$ cat config.mk
export PLATFORM = sky130hd
export DESIGN_NAME = lsu_param
export DESIGN_NICKNAME = d
export VERILOG_FILES = /design/src/rtl/lsu_param_pkg.sv /design/src/rtl/lsu_param_timeout_counter.sv /design/src/rtl/lsu_param.sv
export SDC_FILE = /design/constraint.sdc
export NUM_CORES = 1
export LEC_CHECK = 0
export BUFFER_PORTS_ARGS = -buffer_cell sky130_fd_sc_hd__buf_2
export CORE_ASPECT_RATIO = 0.5
export CORE_MARGIN = 10
export CORE_UTILIZATION = 47
export CTS_CLUSTER_SIZE = 10
export DETAILED_ROUTE_END_ITERATION = 8
export GPL_TIMING_DRIVEN = 0
export MAX_ROUTING_LAYER = met4
export PLACE_DENSITY = 0.8
export SYNTH_ARGS = -nofsm -noshare
export SYNTH_HDL_FRONTEND = slang
export SYNTH_SLANG_ARGS = --single-unit
$ cat constraint.sdc
create_clock -name clk -period 3.65 [get_ports clk]
set_input_delay 0.1825 -clock clk [delete_from_list [all_inputs] [get_ports clk]]
set_output_delay 0.1825 -clock clk [all_outputs]
set_load 0.01 [all_outputs]
$ cat src/rtl/lsu_param_pkg.sv
// Shared types and default widths for the per-thread load/store unit.
package lsu_param_pkg;

    localparam int DEF_ADDR_BITS      = 8;
    localparam int DEF_DATA_BITS      = 8;
    localparam int DEF_TIMEOUT_CYCLES = 64;

    // Core scheduler phases, as driven onto core_state.
    typedef enum logic [2:0] {
        CORE_IDLE    = 3'b000,
        CORE_FETCH   = 3'b001,
        CORE_DECODE  = 3'b010,
        CORE_REQUEST = 3'b011,
        CORE_WAIT    = 3'b100,
        CORE_EXECUTE = 3'b101,
        CORE_UPDATE  = 3'b110,
        CORE_DONE    = 3'b111
    } core_state_t;

    typedef enum logic [1:0] {
        LSU_IDLE       = 2'b00,
        LSU_REQUESTING = 2'b01,
        LSU_WAITING    = 2'b10,
        LSU_DONE       = 2'b11
    } lsu_state_t;

    typedef enum logic [1:0] {
        LSU_ERR_NONE     = 2'b00,
        LSU_ERR_TIMEOUT  = 2'b01,
        LSU_ERR_CONFLICT = 2'b10,
        LSU_ERR_RANGE    = 2'b11
    } lsu_err_t;

    // Counter width able to hold 0..limit (at least one bit).
    function automatic int cnt_bits(input int limit);
        return (limit < 1) ? 1 : $clog2(limit + 1);
    endfunction

endpackage

$ cat src/rtl/lsu_param_timeout_counter.sv
// Counts cycles a request sits unanswered; flags the edge on which the
// limit is reached. A limit of 0 removes the counter entirely.
module lsu_param_timeout_counter
    import lsu_param_pkg::*;
#(
    parameter int LIMIT = DEF_TIMEOUT_CYCLES
) (
    input  logic clk,
    input  logic reset,
    input  logic clear,
    input  logic enable,
    output logic expired
);

    generate
        if (LIMIT == 0) begin : g_off
            logic unused_inputs;
            assign unused_inputs = ^{clk, reset, clear, enable};
            assign expired = 1'b0;
        end else begin : g_on
            localparam int W = cnt_bits(LIMIT);
            logic [W-1:0] count_reg;

            // Cleared when a request is issued, advanced for every stalled cycle.
            always_ff @(posedge clk or negedge reset) begin
                if (!reset) begin
                    count_reg <= '0;
                end else if (clear) begin
                    count_reg <= '0;
                end else if (enable) begin
                    count_reg <= count_reg + 1'b1;
                end
            end

            // The stalled cycle that would bring the count up to LIMIT.
            assign expired = enable && (count_reg == W'(LIMIT - 1));
        end
    endgenerate

endmodule

$ cat src/rtl/lsu_param.sv
// Per-thread load/store unit: turns LDR/STR in the REQUEST phase into a
// single valid/ready memory transaction, returns load data, and reports
// timeout / conflict / range errors.
module lsu_param
    import lsu_param_pkg::*;
#(
    parameter int ADDR_BITS      = DEF_ADDR_BITS,
    parameter int DATA_BITS      = DEF_DATA_BITS,
    parameter int TIMEOUT_CYCLES = DEF_TIMEOUT_CYCLES
) (
    input  logic                 clk,
    input  logic                 reset,
    input  logic                 enable,
    input  logic [2:0]           core_state,
    input  logic                 decoded_mem_read_enable,
    input  logic                 decoded_mem_write_enable,
    input  logic [DATA_BITS-1:0] rs,
    input  logic [DATA_BITS-1:0] rt,
    output logic                 mem_read_valid,
    output logic [ADDR_BITS-1:0] mem_read_address,
    input  logic                 mem_read_ready,
    input  logic [DATA_BITS-1:0] mem_read_data,
    output logic                 mem_write_valid,
    output logic [ADDR_BITS-1:0] mem_write_address,
    output logic [DATA_BITS-1:0] mem_write_data,
    input  logic                 mem_write_ready,
    output logic [1:0]           lsu_state,
    output logic [DATA_BITS-1:0] lsu_out,
    output logic [1:0]           lsu_error
);

    lsu_state_t           state_reg, state_next;
    lsu_err_t             err_reg, err_next;
    logic                 read_valid_reg, read_valid_next;
    logic                 write_valid_reg, write_valid_next;
    logic [ADDR_BITS-1:0] addr_reg, addr_next;
    logic [DATA_BITS-1:0] wdata_reg, wdata_next;
    logic [DATA_BITS-1:0] out_reg, out_next;

    logic range_bad;
    logic issue;
    logic handshake;
    logic stalled;
    logic expired;

    // Address bits above ADDR_BITS must be zero; nothing to check when equal.
    generate
        if (DATA_BITS > ADDR_BITS) begin : g_range
            assign range_bad = |rs[DATA_BITS-1:ADDR_BITS];
        end else begin : g_no_range
            assign range_bad = 1'b0;
        end
    endgenerate

    assign handshake = (read_valid_reg & mem_read_ready) | (write_valid_reg & mem_write_ready);
    assign stalled   = (read_valid_reg | write_valid_reg) & ~handshake;

    lsu_param_timeout_counter #(
        .LIMIT (TIMEOUT_CYCLES)
    ) u_timeout (
        .clk     (clk),
        .reset   (reset),
        .clear   (issue),
        .enable  (stalled),
        .expired (expired)
    );

    // Next-state and next-output decisions for the request lifecycle.
    always_comb begin
        state_next       = state_reg;
        err_next         = err_reg;
        read_valid_next  = read_valid_reg;
        write_valid_next = write_valid_reg;
        addr_next        = addr_reg;
        wdata_next       = wdata_reg;
        out_next         = out_reg;
        issue            = 1'b0;

        case (state_reg)
            LSU_IDLE: begin
                if (enable && (core_state == CORE_REQUEST) &&
                    (decoded_mem_read_enable || decoded_mem_write_enable)) begin
                    if (decoded_mem_read_enable && decoded_mem_write_enable) begin
                        // Conflict is reported ahead of any range problem.
                        err_next   = LSU_ERR_CONFLICT;
                        state_next = LSU_DONE;
                    end else if (range_bad) begin
                        err_next   = LSU_ERR_RANGE;
                        state_next = LSU_DONE;
                    end else begin
                        issue            = 1'b1;
                        err_next         = LSU_ERR_NONE;
                        addr_next        = rs[ADDR_BITS-1:0];
                        wdata_next       = rt;
                        read_valid_next  = decoded_mem_read_enable;
                        write_valid_next = decoded_mem_write_enable;
                        state_next       = LSU_REQUESTING;
                    end
                end
            end
            LSU_REQUESTING, LSU_WAITING: begin
                // A handshake on the limit edge beats the timeout.
                if (handshake) begin
                    read_valid_next  = 1'b0;
                    write_valid_next = 1'b0;
                    if (read_valid_reg) begin
                        out_next = mem_read_data;
                    end
                    state_next = LSU_DONE;
                end else if (expired) begin
                    read_valid_next  = 1'b0;
                    write_valid_next = 1'b0;
                    err_next         = LSU_ERR_TIMEOUT;
                    state_next       = LSU_DONE;
                end else begin
                    state_next = LSU_WAITING;
                end
            end
            LSU_DONE: begin
                if (core_state == CORE_UPDATE) begin
                    state_next = LSU_IDLE;
                end
            end
            default: begin
                state_next = LSU_IDLE;
            end
        endcase
    end

    // State and output registers.
    always_ff @(posedge clk or negedge reset) begin
        if (!reset) begin
            state_reg       <= LSU_IDLE;
            err_reg         <= LSU_ERR_NONE;
            read_valid_reg  <= 1'b0;
            write_valid_reg <= 1'b0;
            addr_reg        <= '0;
            wdata_reg       <= '0;
            out_reg         <= '0;
        end else begin
            state_reg       <= state_next;
            err_reg         <= err_next;
            read_valid_reg  <= read_valid_next;
            write_valid_reg <= write_valid_next;
            addr_reg        <= addr_next;
            wdata_reg       <= wdata_next;
            out_reg         <= out_next;
        end
    end

    assign mem_read_valid    = read_valid_reg;
    assign mem_read_address  = addr_reg;
    assign mem_write_valid   = write_valid_reg;
    assign mem_write_address = addr_reg;
    assign mem_write_data    = wdata_reg;
    assign lsu_state         = state_reg;
    assign lsu_out           = out_reg;
    assign lsu_error         = err_reg;

endmodule

==> impl_results.rst, run 1 <==
.. list-table::
   :header-rows: 1

   * - Metric
     - Value
   * - CP max stage cell
     - dfrtp_1
   * - Syn_nets
     - 212
   * - Antenna violations before repair
     - 0
   * - TritonCTS clock tree
     - done
   * - Setup Skew
     - 0.0111 ns
   * - # diodes
     - 0
   * - Clock root buffer master
     - clkbuf_8
   * - Switching part of the total
     - 0.372
   * - Signal arrival time at the worst endpoint
     - 2.04 ns
   * - Minimum setup slack after placement
     - 1.81 ns
   * - Setup repair after global routing missed its margin
     - no
   * - Reported max-cap violation count
     - 0
   * - Power spent charging and discharging nets
     - 0.000754 W
   * - Count of port buffers added during placement
     - 71
   * - Area added between synthesis and finish
     - 30.5%
   * - Maximum clock frequency
     - 538 MHz
   * - Post-DP HPWL
     - 3410 microns
   * - Number of synthesized register bits
     - 37
   * - Capturing element type of the critical path
     - flip-flop
   * - Layout cell share with drive strength beyond 1
     - 0.416
   * - Fin. max-slew vios
     - 0
   * - IR Drop Worst-Case VDD
     - 0.399 mV
   * - Core outline area
     - 0.00357 sq mm
   * - Cell count after synthesis
     - 175
   * - Pre-Repair DR Iteration Count
     - 4
   * - Time the final worst path needs with I/O delays and setup
     - 1.86 ns
   * - Worst min path class
     - in2reg
   * - Flip-flop cell with the highest count after synthesis
     - dfrtp_1
   * - Startpoint class of the critical path
     - flip-flop
   * - DRC violations left
     - 0
   * - Leakage power figure
     - 1.29 nW
   * - Overall routed net length
     - 4390 microns
   * - Layout Nets
     - 291
   * - Number of setup buffers added after CTS
     - 0
   * - Largest net degree at the start of global routing
     - 38
   * - Cell row count
     - 15
   * - Total negative slack for setup checks
     - 0 ns
   * - Mapped Avg Cell Area
     - 10.3 sq um
   * - Overflow left after global routing
     - 0
   * - CP Launch Point
     - lsu_state[0]$_DFFE_PN0P_
   * - Critical R2R Launch
     - lsu_state[0]$_DFFE_PN0P_
   * - Worst path required time
     - 3.83 ns
   * - Tightest Pin Transition
     - 0.806 ns
   * - Boundary Pins
     - 72
   * - Run status
     - complete, no violations
   * - Worst Hold Launch
     - rs[6]
   * - Final-report hold violation count
     - 0
   * - Internal
     - 0.00127 W
   * - Worst Setup Path Type
     - reg2reg
   * - Remaining antenna violation count after routing
     - 0
   * - Chip Height
     - 63.8 microns
   * - GR Util All Layers
     - 0.131
   * - Wire length of the first global-routing pass
     - 7010 microns
   * - Synthesis warning total
     - 0
   * - Initial standard-cell utilization of the core
     - 0.506
   * - Sequence of cells on the critical path
     - inv_1, ha_1, clkbuf_1, and3_1, buf_6, mux2_4
   * - Remaining max-slew budget at the tightest pin
     - 0.463
   * - Seq pwr share
     - 0.372
   * - Sinks on the clock net
     - 37
   * - Ratio of routed vias to standard cells
     - 4.83
   * - Clock-pin slew of the registers on the worst-case setup and hold paths
     - 0.08 ns
   * - Vias in the first global route
     - 1487
   * - Number of distinct standard cells referenced by the synthesized netlist
     - 31
   * - Total of cells resized after clock tree synthesis
     - 0
   * - Cts bufs inserted
     - 5
   * - Count of flip-flops with a built-in enable after synthesis
     - 0
   * - Final WS setup
     - 1.79 ns
   * - Worst-case hold slack
     - 0.0734 ns
   * - Crit path max fanout
     - 10
   * - Largest stage delay on the critical path
     - 0.38 ns
   * - Clock group share of total power
     - 0.183
   * - Routed vias
     - 1478
   * - Kind of cell adding the most delay to the critical path
     - buffers and inverters
   * - CTS Buffer Depth
     - 2
   * - Chip width
     - 108 microns
   * - Routed wire per std cell
     - 14.3 microns
   * - Overall die area
     - 0.00686 sq mm
   * - Register-to-register path setup slack
     - 1.79 ns
   * - Power Total
     - 0.00203 W
   * - Number of buffer and inverter stages on the critical path
     - 3
   * - Weighted congestion at the end of routability-driven global placement
     - 0.836
   * - H-tree levels
     - 2
   * - Cell area after technology mapping
     - 0.00180 sq mm
   * - Combinational share of power
     - 0.446
   * - Total of endpoints with negative setup slack in the final report
     - 0
   * - Latest clock arrival within the worst-skew pair
     - 0.29 ns
   * - Sequential cell area fraction in the yosys report
     - 0.514
   * - First-iteration detailed-routing DRC count
     - 29
   * - Synth async-reset ratio
     - 1.00
   * - Power density relative to cell area
     - 862 mW/mm^2
   * - Period Utilization, post-route
     - 0.509
-- metrics by stage --
step                      cell area, sq um  instances   util
after global placement                2220        297  0.623
final                                 2350        306  0.660
after global routing                  2350        306  0.660
after detailed placement              2220        297  0.623
after CTS                             2350        306  0.660
after floorplan                       1800        175      -
-- tightest hold or removal path: stages --
cell and delay [ns]:
buf_2 0.07, nand2_1 0.04, nand2_1 0.05
-- layout by cell type, fill, tap and decap left out, drive strengths merged --
master | netlist | layout
dfrtp | 37 | 37
nand3 | 2 | 2
nor4 | 2 | 2
a21oi | 5 | 5
o311ai | 1 | 1
xnor2 | 6 | 6
nor3 | 3 | 3
ha | 3 | 3
o211ai | 1 | 1
o2bb2ai | 2 | 2
buf | 13 | 84
a22oi | 1 | 1
and3b | 1 | 1
o21ai | 8 | 8
bufinv | 0 | 1
clkinvlp | 0 | 1
and3 | 1 | 1
nand2 | 53 | 53
nand4b | 1 | 1
clkbuf | 1 | 7
dlygate4sd3 | 0 | 1
nor3b | 1 | 1
mux2 | 9 | 9
a22o | 1 | 1
o41a | 1 | 1
or3 | 3 | 3
inv | 5 | 5
nor2 | 10 | 10
mux2i | 3 | 3
o21bai | 1 | 1
-- power by group through the flow --
stage / Combinational [W] / Sequential, W / Clock, W
3_5_place_dp: 0.000920 / 0.000757 / 0
3_3_place_gp: 0.000891 / 0.000746 / 0
2_1_floorplan: 0.000518 / 0.000816 / 0
6_report: 0.000903 / 0.000753 / 0.000371
4_1_cts: 0.000923 / 0.000753 / 0.000377
5_1_grt: 0.00101 / 0.000783 / 0.000398
-- cell type report --
| type | instances | area [sq um] |
|---|---|---|
| Clock buffer | 6 | 82.6 |
| Fill cell | 310 | 1210 |
| Sequential cell | 37 | 926 |
| Buffer | 14 | 108 |
| Inverter | 5 | 18.8 |
| Multi-Input combinational cell | 119 | 751 |
| Tap cell | 51 | 63.8 |
| Clock inverter | 2 | 37.5 |
| Timing Repair Buffer | 72 | 365 |
-- final timing paths --
kind | end | depth (start not counted)
hold / removal | mem_read_address[6]$_DFFE_PN0N_ | 3
setup reg to reg | lsu_out[3]$_DFFE_PN0P_ | 6
min in group asynchronous | u_timeout.g_on.count_reg[5]$_DFFE_PN0P_ | 2
setup / recovery | lsu_out[3]$_DFFE_PN0P_ | 6
hold reg to reg | mem_write_data[6]$_DFFE_PN0N_ | 2
max in group asynchronous | mem_read_address[1]$_DFFE_PN0N_ | 2
-- layer usage --
metal  track usage  wire length, microns  vias up
met3        0.0370                   248        6
met4        0.0662                    93        0
met1         0.127                  1650      706
met2         0.237                  2390       37
met5             -                     0        -
li1              -                     -      729
-- kinds of logic after synthesis --
| logic type | synth area share |
|---|---|
| and+or+nand+nor | 0.198 |
| DFF | 0.514 |
| AOI/OAI and AO/OA | 0.0791 |
| buffers and inverters | 0.0701 |
| muxes | 0.0895 |
| xor gates and xnor gates | 0.0291 |
| adders and majority gates | 0.0208 |
-- Yosys cell counts, types with 3 or more instances --
master,number,share of area
buf_4,8,0.033
mux2i_1,3,0.017
xnor2_1,6,0.029
nor2_1,10,0.021
o21ai_0,8,0.022
a21oi_1,5,0.014
or3_1,3,0.010
nand2_1,53,0.11
dfrtp_1,37,0.51
mux2_4,8,0.067
inv_1,5,0.010
buf_6,3,0.019
ha_1,3,0.021
-- timing repair --
item,in CTS,in global routing
setup endpoints to repair,0,0
hold endpoints to repair,5,0
hold buffers,1,0
Power figures use the tool's default switching activity.
==> run 2: changes to the inputs <==
clock period = 1.8 ns   (was 3.65 ns; I/O delays follow)
==> impl_results.rst, run 2 (synthesized netlist as in run 1, its figures left out) <==
.. list-table::
   :header-rows: 1

   * - Metric
     - Value
   * - Run status
     - complete, no violations
   * - Cts bufs inserted
     - 5
   * - Area added between synthesis and finish
     - 38.6%
   * - Period Utilization, post-route
     - 0.943
   * - Capturing element type of the critical path
     - flip-flop
   * - Overall routed net length
     - 4600 microns
   * - Initial standard-cell utilization of the core
     - 0.506
   * - Layout cell share with drive strength beyond 1
     - 0.394
   * - Latest clock arrival within the worst-skew pair
     - 0.29 ns
   * - Post-DP HPWL
     - 3410 microns
   * - Number of instances in the placed design
     - 297
   * - IR Drop Worst-Case VDD
     - 0.691 mV
   * - Clock-pin slew of the registers on the worst-case setup and hold paths
     - 0.08 ns
   * - Boundary Pins
     - 72
   * - Worst min path class
     - in2reg
   * - Leakage power figure
     - 1.35 nW
   * - First-iteration detailed-routing DRC count
     - 35
   * - Total negative slack for setup checks
     - 0 ns
   * - Vias in the first global route
     - 1545
   * - Overall die area
     - 0.00686 sq mm
   * - Tightest Pin Transition
     - 0.795 ns
   * - Antenna violations before repair
     - 0
   * - Ratio of routed vias to standard cells
     - 4.80
   * - Worst Setup Path Type
     - reg2reg
   * - H-tree levels
     - 2
   * - Fill cell instance count of the final layout
     - 284
   * - Final cell count without fillers
     - 320
   * - Clock root buffer master
     - clkbuf_8
   * - Total of endpoints with negative setup slack in the final report
     - 0
   * - Time the final worst path needs with I/O delays and setup
     - 1.70 ns
   * - Pre-Repair DR Iteration Count
     - 4
   * - Total of cells resized after clock tree synthesis
     - 0
   * - Sinks on the clock net
     - 37
   * - Cell row count
     - 15
   * - Startpoint class of the critical path
     - flip-flop
   * - Remaining antenna violation count after routing
     - 0
   * - Chip Height
     - 63.8 microns
   * - GR Util All Layers
     - 0.138
   * - Signal arrival time at the worst endpoint
     - 1.88 ns
   * - Largest net degree at the start of global routing
     - 38
   * - Maximum clock frequency
     - 589 MHz
   * - Remaining max-slew budget at the tightest pin
     - 0.470
   * - Power density relative to cell area
     - 1660 mW/mm^2
   * - Final-report hold violation count
     - 0
   * - Routed wire per std cell
     - 14.4 microns
   * - Count of port buffers added during placement
     - 71
   * - Setup Skew
     - 0.00999 ns
   * - Total area of multi-input combinational cells
     - 751 sq um
   * - # diodes
     - 0
   * - Worst path required time
     - 1.98 ns
   * - DRC violations left
     - 0
   * - Overflow left after global routing
     - 0
   * - Weighted congestion at the end of routability-driven global placement
     - 0.836
   * - Chip width
     - 108 microns
   * - Routed vias
     - 1536
   * - Total area of sequential cells
     - 926 sq um
   * - Commonest cells after routing, fill and taps aside
     - 73 x buf_2, 53 x nand2_1, 37 x dfrtp_1, 16 x dlygate4sd3_1, 10 x nor2_1
   * - Layout Nets
     - 305
   * - TritonCTS clock tree
     - done
   * - CTS Buffer Depth
     - 2
   * - Reported max-cap violation count
     - 0
   * - Wire length of the first global-routing pass
     - 7360 microns
   * - Crit path max fanout
     - 10
   * - Fin. max-slew vios
     - 0
   * - Setup repair after global routing missed its margin
     - no
   * - Most common library cell in the layout ignoring fill and taps
     - buf_2
   * - Core outline area
     - 0.00357 sq mm
-- run 2: cell count changes in the layout (fill, tap and decap cells not counted), sizes merged --
cell and delta:
dlygate4sd3 +15, clkbuf -1
-- run 2: area by class of cell --
| class | instances | share of cell area |
|---|---|---|
| Multi-Input combinational cell | 119 | 0.300 |
| Clock inverter | 2 | 0.0150 |
| Inverter | 5 | 0.00751 |
| Sequential cell | 37 | 0.371 |
| Buffer | 13 | 0.0416 |
| Clock buffer | 6 | 0.0330 |
| Timing Repair Buffer | 87 | 0.206 |
| Tap cell | 51 | 0.0255 |
-- run 2: metrics by stage --
step                       util  worst slack [ns]  hold slack, ns  cell area [sq um]  total power, W
after detailed placement  0.623           -0.0418           0.220               2220         0.00340
after global placement    0.623          -0.00327           0.220               2220         0.00332
after CTS                 0.701            0.0915         0.00128               2500         0.00419
after floorplan               -            0.0690          -0.206               1800         0.00271
final                     0.701             0.103         0.00379               2500         0.00415
after global routing      0.701            0.0174         0.00924               2500         0.00446
-- run 2: routing by layer --
metal / global-route usage / routed length [microns] / up-vias
met1: 0.134 / 1710 / 726
li1: - / - / 759
met4: 0.0662 / 93 / 0
met3: 0.0370 / 262 / 6
met2: 0.252 / 2530 / 45
met5: - / 0 / -
-- run 2: timing repair --
action | 4_1_cts | 5_1_grt
endpoints found under the hold margin | 52 | 0
hold buffers | 16 | 0
setup buffers | 0 | 0
endpoints found under the setup margin | 8 | 0
-- run 2: worst max-delay path: stages, from the launching register on --
cell	delay, ns
dfrtp_1	0.37
inv_1	0.07
ha_1	0.44
and3_1	0.23
buf_6	0.17
mux2_4	0.31
-- run 2: where the power goes --
group	internal, W	total, W	switching [W]
clock	0.000450	0.000751	0.000300
combinational	0.000926	0.00187	0.000939
sequential	0.00123	0.00153	0.000300
-- run 2: final timing paths --
| kind | depth (start not counted) | end | start | slack [ns] |
|---|---|---|---|---|
| min in group asynchronous | 2 | lsu_out[0]$_DFFE_PN0P_ | reset | 0.45 |
| max in group asynchronous | 2 | u_timeout.g_on.count_reg[2]$_DFFE_PN0P_ | reset | 0.84 |
| min reg2reg | 2 | mem_write_data[1]$_DFFE_PN0N_ | mem_write_data[1]$_DFFE_PN0N_ | 0.47 |
| min | 3 | mem_write_data[7]$_DFFE_PN0N_ | rt[7] | 0.004 |
| max reg2reg | 5 | lsu_out[3]$_DFFE_PN0P_ | lsu_state[0]$_DFFE_PN0P_ | 0.10 |
| max | 5 | lsu_out[3]$_DFFE_PN0P_ | lsu_state[0]$_DFFE_PN0P_ | 0.10 |
